<file path="src/rtl/leg_seq_pkg.sv">
// Shared constants, state/class types and opcode decode for the LEG PC sequencer.
// CALL/RET decoding exists only when LEG_CALL_STACK_EN is defined.
package leg_seq_pkg;

  localparam logic [7:0] OP_HALT  = 8'h12;
  localparam logic [7:0] OP_CALL  = 8'h10;
  localparam logic [7:0] OP_RET   = 8'h11;
  localparam int         COND_BIT = 5;
  localparam logic [7:0] PC_STEP  = 8'd4;

  typedef enum logic {RUN, HALT} seq_state_t;

  typedef enum logic [2:0] {
    CLS_SEQ,
    CLS_JMP,
    CLS_HALT,
    CLS_CALL,
    CLS_RET
  } instr_cls_t;

  function automatic instr_cls_t decode_class(input logic [7:0] op);
    if (op[COND_BIT]) return CLS_JMP;
    if (op == OP_HALT) return CLS_HALT;
`ifdef LEG_CALL_STACK_EN
    if (op == OP_CALL) return CLS_CALL;
    if (op == OP_RET)  return CLS_RET;
`endif
    return CLS_SEQ;
  endfunction

endpackage

</file>
<file path="src/rtl/leg_return_stack.sv">
// Small LIFO of return addresses; push and pop are ignored when full/empty.
// clear_i empties the stack (used by restart).
module leg_return_stack #(
  parameter int DEPTH = 4,
  parameter int W     = 8
) (
  input  logic         clk,
  input  logic         rst,
  input  logic         clear_i,
  input  logic         push_i,
  input  logic         pop_i,
  input  logic [W-1:0] data_i,
  output logic         full_o,
  output logic         empty_o,
  output logic [W-1:0] top_o
);

  localparam int AW = $clog2(DEPTH);
  localparam int PW = AW + 1;

  logic [W-1:0]  mem_q [DEPTH];
  logic [PW-1:0] sp_q, sp_d;
  logic [AW-1:0] top_idx;

  assign full_o  = (sp_q == PW'(DEPTH));
  assign empty_o = (sp_q == '0);
  // Low bits wrap to DEPTH-1 when full, which is the newest entry.
  assign top_idx = sp_q[AW-1:0] - AW'(1);
  assign top_o   = mem_q[top_idx];

  always_comb begin
    sp_d = sp_q;
    if (clear_i)                sp_d = '0;
    else if (push_i && !full_o) sp_d = sp_q + PW'(1);
    else if (pop_i && !empty_o) sp_d = sp_q - PW'(1);
  end

  always_ff @(posedge clk) begin
    if (rst) sp_q <= '0;
    else     sp_q <= sp_d;
  end

  always_ff @(posedge clk) begin
    if (push_i && !full_o && !clear_i) mem_q[sp_q[AW-1:0]] <= data_i;
  end

endmodule

</file>
<file path="src/rtl/leg_pc_sequencer.sv">
// Program-counter sequencer for the 8-bit LEG core: PC step/jump, HALT and restart.
// Define LEG_CALL_STACK_EN to enable CALL/RET through a return stack.
module leg_pc_sequencer
  import leg_seq_pkg::*;
#(
  parameter logic [7:0] RESET_PC    = 8'h00,
  parameter int         STACK_DEPTH = 4
) (
  input  logic       clk,
  input  logic       rst,
  input  logic       instr_valid,
  output logic       instr_ready,
  input  logic [7:0] opcode,
  input  logic [7:0] target,
  input  logic       cond_true,
  input  logic       restart,
  output logic [7:0] pc,
  output logic       halted,
  output logic [7:0] retired,
  output logic       stack_err
);

  if (STACK_DEPTH < 2 || STACK_DEPTH > 8 || (STACK_DEPTH & (STACK_DEPTH - 1)) != 0) begin : g_bad_depth
    $error("STACK_DEPTH must be a power of two in 2..8");
  end

  seq_state_t state_q, state_d;
  logic [7:0] pc_q, pc_d;
  logic [7:0] retired_q, retired_d;
  logic [7:0] pc_plus4;
  instr_cls_t cls;
  logic       accept;

  assign cls      = decode_class(opcode);
  assign accept   = instr_valid && (state_q == RUN);
  assign pc_plus4 = pc_q + PC_STEP;

`ifdef LEG_CALL_STACK_EN
  logic       stk_full, stk_empty, stk_push, stk_pop;
  logic [7:0] stk_top;
  logic       stack_err_q, stack_err_d;

  assign stk_push = accept && !restart && (cls == CLS_CALL);
  assign stk_pop  = accept && !restart && (cls == CLS_RET);

  leg_return_stack #(
    .DEPTH (STACK_DEPTH),
    .W     (8)
  ) u_stack (
    .clk     (clk),
    .rst     (rst),
    .clear_i (restart),
    .push_i  (stk_push),
    .pop_i   (stk_pop),
    .data_i  (pc_plus4),
    .full_o  (stk_full),
    .empty_o (stk_empty),
    .top_o   (stk_top)
  );

  always_comb begin
    stack_err_d = stack_err_q;
    if (restart) stack_err_d = 1'b0;
    else if ((stk_push && stk_full) || (stk_pop && stk_empty)) stack_err_d = 1'b1;
  end

  always_ff @(posedge clk) begin
    if (rst) stack_err_q <= 1'b0;
    else     stack_err_q <= stack_err_d;
  end

  assign stack_err = stack_err_q;
`else
  assign stack_err = 1'b0;
`endif

  always_ff @(posedge clk) begin
    if (rst) state_q <= RUN;
    else     state_q <= state_d;
  end

  always_comb begin
    state_d = state_q;
    unique case (state_q)
      RUN:  if (!restart && accept && cls == CLS_HALT) state_d = HALT;
      HALT: if (restart) state_d = RUN;
      default: state_d = RUN;
    endcase
  end

  always_comb begin
    instr_ready = (state_q == RUN);
    halted      = (state_q == HALT);
  end

  // Restart outranks any instruction accepted in the same cycle.
  always_comb begin
    pc_d      = pc_q;
    retired_d = retired_q;
    if (restart) begin
      pc_d      = RESET_PC;
      retired_d = 8'h00;
    end else if (accept) begin
      retired_d = retired_q + 8'd1;
      case (cls)
        CLS_JMP:  pc_d = cond_true ? target : pc_plus4;
        CLS_HALT: pc_d = pc_q;
`ifdef LEG_CALL_STACK_EN
        CLS_CALL: pc_d = target;
        CLS_RET:  pc_d = stk_empty ? pc_plus4 : stk_top;
`endif
        default:  pc_d = pc_plus4;
      endcase
    end
  end

  always_ff @(posedge clk) begin
    if (rst) begin
      pc_q      <= RESET_PC;
      retired_q <= 8'h00;
    end else begin
      pc_q      <= pc_d;
      retired_q <= retired_d;
    end
  end

  assign pc      = pc_q;
  assign retired = retired_q;

endmodule

</file>
<file path="config.mk">
export PLATFORM = sky130hd
export DESIGN_NAME = leg_pc_sequencer
export DESIGN_NICKNAME = d
export VERILOG_FILES = /design/src/rtl/leg_seq_pkg.sv /design/src/rtl/leg_return_stack.sv /design/src/rtl/leg_pc_sequencer.sv
export SDC_FILE = /design/constraint.sdc
export NUM_CORES = 1
export LEC_CHECK = 0
export ABC_AREA = 1
export ABC_CLOCK_PERIOD_IN_PS = 1700
export BUFFER_PORTS_ARGS = -buffer_cell sky130_fd_sc_hd__buf_4
export CAP_MARGIN = 10
export CORE_MARGIN = 2
export CORE_UTILIZATION = 35
export CTS_CLUSTER_DIAMETER = 60
export CTS_CLUSTER_SIZE = 12
export DETAILED_ROUTE_END_ITERATION = 7
export HOLD_SLACK_MARGIN = 0.05
export PLACE_DENSITY = 0.69
export SLEW_MARGIN = 10
export SYNTH_ARGS = -nofsm -noshare
export SYNTH_HDL_FRONTEND = slang
export SYNTH_HIERARCHICAL = 1
export SYNTH_SLANG_ARGS = --single-unit
</file>
<file path="constraint.sdc">
create_clock -name clk -period 1.7 [get_ports clk]
set_input_delay 0.34 -clock clk [delete_from_list [all_inputs] [get_ports clk]]
set_output_delay 0.34 -clock clk [all_outputs]
set_load 0.1 [all_outputs]
</file>
* After elaboration in Yosys (flattened, before gate mapping)
Index checks and enable logic that the tools add are counted.
** Word-level totals
- Register bits :: 17
- Output and inout port bits :: 19
- Word-level logic and storage cells :: 28
** Cells by class
- Add/subtract/negate cells :: 2
- Equal/unequal tests :: 3
- Muxes and demuxes :: 12
- Bitwise operators :: 2
- Reduce and logical (&&, ||, !) cells :: 6
** Operators with widths (count)
- case mux 8 bit (2 select lines) :: 1
- two-way mux 3 bit :: 4
- adder 8 x 1 -> 8 bit, second input constant :: 1
- adder 8 x 3 -> 8 bit, second input constant :: 1
- equality test 8 x 5 -> 1 bit, second input constant :: 1
- two-way mux 8 bit :: 1
- two-way mux 1 bit :: 5
- equality test 3 x 1 -> 1 bit, second input constant :: 1
- equality test 3 x 2 -> 1 bit, second input constant :: 1
- logical AND 1 bit :: 3
- inverter 1 bit :: 2
- case mux 1 bit (2 select lines) :: 1
- AND reduction 2 bit :: 1
- OR reduction 2 bit :: 1
- zero test 1 bit :: 1

* Depth between registers and ports, before layout
Gate-level depths: netlist of run 1.
- Depth in word-level cells :: 9
- Mapped depth :: 9

* Least setup slack after synthesis of run 1
Ideal clock, no wire load.
- Path kind :: flip-flop to flip-flop
- From :: register state_q, in the netlist halted
- To :: register state_q, in the netlist halted
- Library setup time :: 0.081 ns
- Arrival time :: 1.982 ns
- Required time :: 1.619 ns
- Slack :: -0.363 ns
- Stages on the path, launching flop included :: 3
- Path through :: dfxtp_1 > inv_1 > a21oi_1
** Between the ends
- Word-level cells in the longest chain between the ends :: 6
** Ends and longest elaborated chain
- start: declaration :: line leg_pc_sequencer.sv:27 : seq_state_t state_q, state_d;
- start signal: assignment :: line leg_pc_sequencer.sv:79 : else state_q <= state_d;
- inverter 1 bit (*)
- via instr_ready :: line leg_pc_sequencer.sv:12 : output logic instr_ready,
- logical AND 1 bit :: line leg_pc_sequencer.sv:35 : assign accept = instr_valid && (state_q == RUN);
- logical AND 1 bit (2 in series) :: line leg_pc_sequencer.sv:85 : RUN: if (!restart && accept && cls == CLS_HALT) state_d = HALT;
- two-way mux 1 bit :: line leg_pc_sequencer.sv:85
- case mux 1 bit (2 select lines) (*) :: line leg_pc_sequencer.sv:84 : unique case (state_q)
Mark *: on every way through the listed nets, which the timed path passes. The rest lies on a longest branch.
A chain may end at the register's enable or synchronous reset.

* Worst setup path in the final report of run 1
- From :: register retired_q[3], in the netlist retired[3]
- To :: output port retired[3]
** RTL lines
- start: declaration :: line leg_pc_sequencer.sv:29 : logic [7:0] retired_q, retired_d;
- start signal: assignment :: line leg_pc_sequencer.sv:123 : retired_q <= retired_d;
- end: declaration :: line leg_pc_sequencer.sv:19 : output logic [7:0] retired,
No word-level cell between the ends.

==> reports/qor.csv, run 1 <==
metric;value;unit
Hold Crit Start;target[0];
LEAKAGE;0.608;nW
Reg-to-Reg Start;halted;
total gr overflow;0;
nature of the critical path endpoint;output pin;
r2r worst-path depth;6;
Core Area;2500;sq um
Pwr Density;638;nW/um^2
Worst Path Required;1360;ps
Starting DRT DRC Count;27;
most used flip-flop cell after synthesis;dfxtp_1;
Final setup viols;0;
chip height;55.5;microns
vias per cell;4.69;
IO Port Bufs;38;
clock network power share;27.3;%
most numerous cell in the Yosys netlist;nand2_1;
cell count after placement;213;
fmax;0.708;GHz
Synth-to-Final Area Change;37.1;%
post-route ant nets;0;
syn_area_per_cell;6.32;sq um
Setup Skew;0.800;ps
Hold-fix buffers, CTS;0;
Slowest-stage cell, CP;dfxtp_1;
Sw Share;31.4;%
final WL;2210;microns
PostCTS Resize Cnt;0;
NetSw;255;uW
Clock Tree Root;clkbuf_4;
GP Congestion;0.839;
hold depth;3;
Crit Path Category;reg2out;
Seq/Total Area, Yosys;36.7;%
vias in the first global route;990;
Yosys Warn Count;6;
Starting Density;37.1;%
worst-path fanout max;7;
Worst Hold Class;in2reg;
CP top delay family;flip-flops;
CTS Buf Count;3;
Avg WL per Cell;10.2;microns
Final HPWL DP;1810;microns
Clk pin slew, worst setup/hold paths;100;ps
worst endpoint data arrival time;1070;ps
highest routed layer;met4;
Via Count;1018;
Met3 Routed Length;160;microns
row cnt;18;
Synth area leaders;dfxtp_1 (37%), nand2_1 (16%), inv_1 (10%), nor2_1 (8.5%), o21ai_0 (6.5%);
largest net degree at the start of global routing;13;
drt first pass iters;4;
FF+latch area;348;sq um
CTS Sinks;17;
# IOs;40;
total global-route track usage;15.6;%
max cap viols;0;
flops & latches, synth;17;
combinational share of power;21.6;%
Yosys top cell by area;dfxtp_1;
first-pass GRT wire length;3980;microns
maximum clock path buffer count;2;
Max Transition Viols Final;0;
layout cells sized above 1;28.3;%
WL met1;980;microns
Hold EP;pc[0];
post-layout instance count excluding filler cells;217;
crit-path max cell delay;450;ps
die width;55.5;microns
post-synth design cell area;928;sq um
P_int;557;uW
Setup Fix Bufs, Post-CTS;0;
CP bufs+invs;1;
Post-synth EDFFs;0;
Distinct cells, synth;18;
initial antenna violation count;0;
Hold Fails Final Rpt;0;
fillcell total;262;
# diodes;0;
maximum VDD drop;0.638;mV
crit-path cells;buf_4;
cell count after synthesis;147;
drc violations;0;
status;completed;
Commonest cells post-synth;nand2_1 (39), inv_1 (25), nor2_1 (21);
share of the synthesized area in the top cell type;36.7;%
Die Footprint;3080;sq um
sequential group share of total power;51.0;%
fin crit share;83.1;%
CTS tree;built;
unrepaired setup endpoints after global routing;false;
Clk Latency, worst-skew pair;290;ps
final design utilization;50.9;%
Async SR Flop Fraction;0;%
CP startpoint kind;flip-flop;
reg2reg end;retired[6];
fin crit period;1410;ps
H-tree depth;1;
layout net count;211;
met2 WL;1060;microns
synthesized net count;170;
r2r setup slk;510;ps
multi-input logic area;470;sq um
Final TNS setup;0;ps
## per-stage QoR
stage | area, sq um | setup slack (ps) | hold WS, ps | power, mW
floorplan | 936 | 24.6 | 475 | 0.541
global placement | 1250 | 380 | 450 | 0.595
detailed placement | 1250 | 358 | 458 | 0.600
CTS | 1270 | 280 | 262 | 0.820
global route | 1270 | 222 | 280 | 0.856
finish | 1270 | 288 | 262 | 0.812
## routing by layer
layer	GRT usage [%]	vias up
met5	0	-
met4	2.09	0
met3	6.32	2
met2	27.2	33
met1	18.3	449
li1	-	534
## power groups by stage
stage | Combinational [mW] | Sequential (mW) | Clock (mW)
after floorplan | 0.0638 | 0.478 | 0
after global placement | 0.172 | 0.423 | 0
after detailed placement | 0.176 | 0.424 | 0
after CTS | 0.177 | 0.414 | 0.229
after global routing | 0.193 | 0.416 | 0.247
final | 0.176 | 0.414 | 0.222
## worst max path at each step
stage / startpoint / end / slack, ps / cells past startpoint
2_1_floorplan: pc[4] / pc[7] / 20 / 5
5_1_grt: retired[3] / retired[3] / 220 / 1
3_3_place_gp: opcode[5] / pc[2] / 380 / 9
4_1_cts: retired[3] / retired[3] / 280 / 1
3_5_place_dp: opcode[5] / pc[5] / 360 / 7
6_report: retired[3] / retired[3] / 290 / 1
## cells by family after synthesis
group,share of synthesized area (%)
flip-flops,36.7
adder cells (fa/ha/maj),2.69
AO/OA/AOI/OAI,12.5
AND/OR/NAND/NOR,35.0
buffers and inverters,12.7
other,0.404
## state kept, by name (all words and copies together) (netlist names)
signal   count
pc           8
halted       1
retired      8
## final cells by class
| type | count | area share, % |
|---|---|---|
| Clock buffer | 4 | 2.06 |
| Timing Repair Buffer | 39 | 23.0 |
| Multi-Input combinational cell | 101 | 37.0 |
| Inverter | 26 | 7.67 |
| Sequential cell | 17 | 27.3 |
| Tap cell | 30 | 2.95 |
## cells in the final DEF (no fill, tap or decap), types with 3 or more instances in the layout
master / synthesis / final
nor2_1: 21 / 21
inv_1: 25 / 25
buf_4: 2 / 39
o21ai_0: 12 / 12
a21oi_1: 10 / 10
nand2_1: 39 / 39
dfxtp_2: 0 / 6
nand3_1: 8 / 8
clkbuf_4: 0 / 3
dfxtp_1: 17 / 11
Power figures use the tool's default switching activity.
==> run 2, diff against run 1 <==
--- a/config.mk
+++ b/config.mk
@@ -5,8 +5,8 @@
 export SDC_FILE = /design/constraint.sdc
 export NUM_CORES = 1
 export LEC_CHECK = 0
-export ABC_AREA = 1
-export ABC_CLOCK_PERIOD_IN_PS = 1700
+export ABC_AREA = 0
+export ABC_CLOCK_PERIOD_IN_PS = 1200
 export BUFFER_PORTS_ARGS = -buffer_cell sky130_fd_sc_hd__buf_4
 export CAP_MARGIN = 10
 export CORE_MARGIN = 2
@@ -15,7 +15,7 @@
 export CTS_CLUSTER_SIZE = 12
 export DETAILED_ROUTE_END_ITERATION = 7
 export HOLD_SLACK_MARGIN = 0.05
-export PLACE_DENSITY = 0.69
+export PLACE_DENSITY = 0.73
 export SLEW_MARGIN = 10
 export SYNTH_ARGS = -nofsm -noshare
 export SYNTH_HDL_FRONTEND = slang
==> constraint.sdc (replaced) <==
create_clock -name clk -period 1.2 [get_ports clk]
set_input_delay 0.24 -clock clk [delete_from_list [all_inputs] [get_ports clk]]
set_output_delay 0.24 -clock clk [all_outputs]
set_load 0.1 [all_outputs]
==> reports/qor.csv, run 2 <==
metric;value;unit
Seq/Total Area, Yosys;40.2;%
adder-cell area share of the yosys netlist;2.95;%
GP Congestion;0.846;
Yosys Warn Count;6;
layout net count;175;
Setup Skew;3.51;ps
final WL;2310;microns
worst endpoint data arrival time;1020;ps
Post-DP Area;1240;sq um
first-pass GRT wire length;3530;microns
post-synthesis xor/xnor area fraction;7.24;%
CP startpoint kind;flip-flop;
cell count after placement;170;
unrepaired setup endpoints after global routing;true;
Final setup viols;11;
Starting Density;37.6;%
Clock Tree Root;clkbuf_4;
worst-path fanout max;3;
fillcell total;202;
nature of the critical path endpoint;output pin;
Synth-to-Final Area Change;69.9;%
Pwr Density;796;nW/um^2
Async SR Flop Fraction;0;%
multiplexer share of the synthesized area;2.36;%
initial antenna violation count;0;
# IOs;40;
drc violations;0;
CTS Buf Count;3;
Hold Fails Final Rpt;0;
Clk pin slew, worst setup/hold paths;100;ps
IO Port Bufs;38;
layout cells sized above 1;55.0;%
share of the synthesized area in the top cell type;40.2;%
Worst Hold Class;in2reg;
Synth area leaders;dfxtp_1 (40%), nand2_1 (6.2%), nor2_1 (6.2%), xor2_1 (6.2%), a21oi_1 (4.7%);
total global-route track usage;16.8;%
fin crit period;1260;ps
drt first pass iters;4;
r2r setup slk;-50;ps
Core Area;2250;sq um
total gr overflow;0;
synthesized net count;127;
most frequent cells in the layout;buf_4 (29), buf_6 (17), nor2_1 (14);
final worst slack;-60.8;ps
row cnt;17;
LEAKAGE;0.595;nW
chip height;53.2;microns
maximum clock path buffer count;2;
Post-synth EDFFs;0;
CP top delay family;buffers and inverters;
Final HPWL DP;1620;microns
Yosys top cell by area;dfxtp_1;
flops & latches, synth;17;
die width;53.2;microns
Crit Path Category;reg2out;
Die Footprint;2830;sq um
Worst Path Required;960;ps
violated checks;setup timing;
leading cell type in the layout, fill and taps excluded;buf_4;
CP bufs+invs;3;
maximum VDD drop;0.686;mV
Commonest cells post-synth;dfxtp_1 (17), nand2_1 (14), nor2_1 (14);
status;finished with violations;
cell count after synthesis;104;
H-tree depth;1;
max cap viols;0;
most numerous cell in the Yosys netlist;dfxtp_1;
syn_area_per_cell;8.14;sq um
fin crit share;105;%
Slowest-stage cell, CP;dfxtp_4;
vias per cell;5.31;
largest net degree at the start of global routing;12;
# diodes;0;
Distinct cells, synth;33;
fmax;0.793;GHz
Finished Cell Area;1440;sq um
post-layout instance count excluding filler cells;179;
crit-path max cell delay;360;ps
CTS tree;built;
Simple-Gate Fraction of Synth Area;27.5;%
Compound-Gate Fraction of Synth Area;14.8;%
Via Count;950;
Final TNS setup;-355;ps
post-synth design cell area;847;sq um
post-route ant nets;0;
Avg WL per Cell;12.9;microns
Clk Latency, worst-skew pair;290;ps
CTS Sinks;17;
crit-path cells;buf_6 -> clkinvlp_4 -> buf_12;
most used flip-flop cell after synthesis;dfxtp_1;
largest family of logic cells by synthesized area;simple AND/OR/NAND/NOR gates;
Max Transition Viols Final;0;
Starting DRT DRC Count;23;
vias in the first global route;855;
==> run 2: cell type report <==
class | instances | area [sq um] | area share, %
Tap cell | 28 | 35.0 | 2.43
Sequential cell | 17 | 387 | 26.9
Clock inverter | 1 | 5.00 | 0.348
Clock buffer | 3 | 22.5 | 1.57
Inverter | 1 | 7.51 | 0.522
Timing Repair Buffer | 49 | 464 | 32.3
Multi-Input combinational cell | 80 | 518 | 36.0
==> run 2: worst paths after layout <==
path,end,from,cells after the start
worst max-delay path,instr_ready,halted,3
worst min-delay path,halted,instr_valid,3
worst max register to register,retired[0],halted,7
worst min register to register,pc[0],pc[0],2
==> run 2: worst register-to-register path, delay by kind of cell (launching register included) <==
family / cells / cell delay, ps
XOR/XNOR: 1 / 120
buffers and inverters: 4 / 500
flip-flops: 1 / 360
AND/OR/NAND/NOR: 2 / 190
==> run 2: kinds of logic (layout without fill, tap and decap cells) <==
group	count (synthesis)	count (layout)
other cells	1	1
xor+xnor	7	7
fa+ha+maj	2	2
simple gates	48	48
mux	2	2
flops	17	17
buf+inv	7	54
compound gates	20	20
==> run 2: what timing repair did <==
item | 4_1_cts | 5_1_grt
hold buffers | 0 | 0
resized for setup | 19 | 18
buffers inserted | 1 | 5
pin swaps | 2 | 13
endpoints found under the setup margin | 14 | 22
==> run 2: through the flow <==
step	hold slack, ps	setup slack [ps]	utilization (%)	total power [mW]
3_3_place_gp	440	-358	54.9	0.802
5_1_grt	175	-122	63.8	1.21
4_1_cts	183	-67.5	59.6	1.13
3_5_place_dp	447	-401	54.9	0.809
6_report	185	-60.8	63.8	1.15
2_1_floorplan	379	-207	-	0.727
==> run 2: routing by layer <==
metal	share of wire (%)	wire length [microns]	track usage [%]
met1	39	902	19.9
met2	54	1250	29.0
met3	5.7	132	3.11
met4	1.1	25	8.12
met5	0	0	0
==> run 2: power breakdown <==
| group | switching [mW] | leakage (nW) | internal (mW) |
|---|---|---|---|
| registers | 0.0117 | 0.149 | 0.555 |
| logic | 0.153 | 0.429 | 0.112 |
| clock network | 0.190 | 0.0177 | 0.124 |
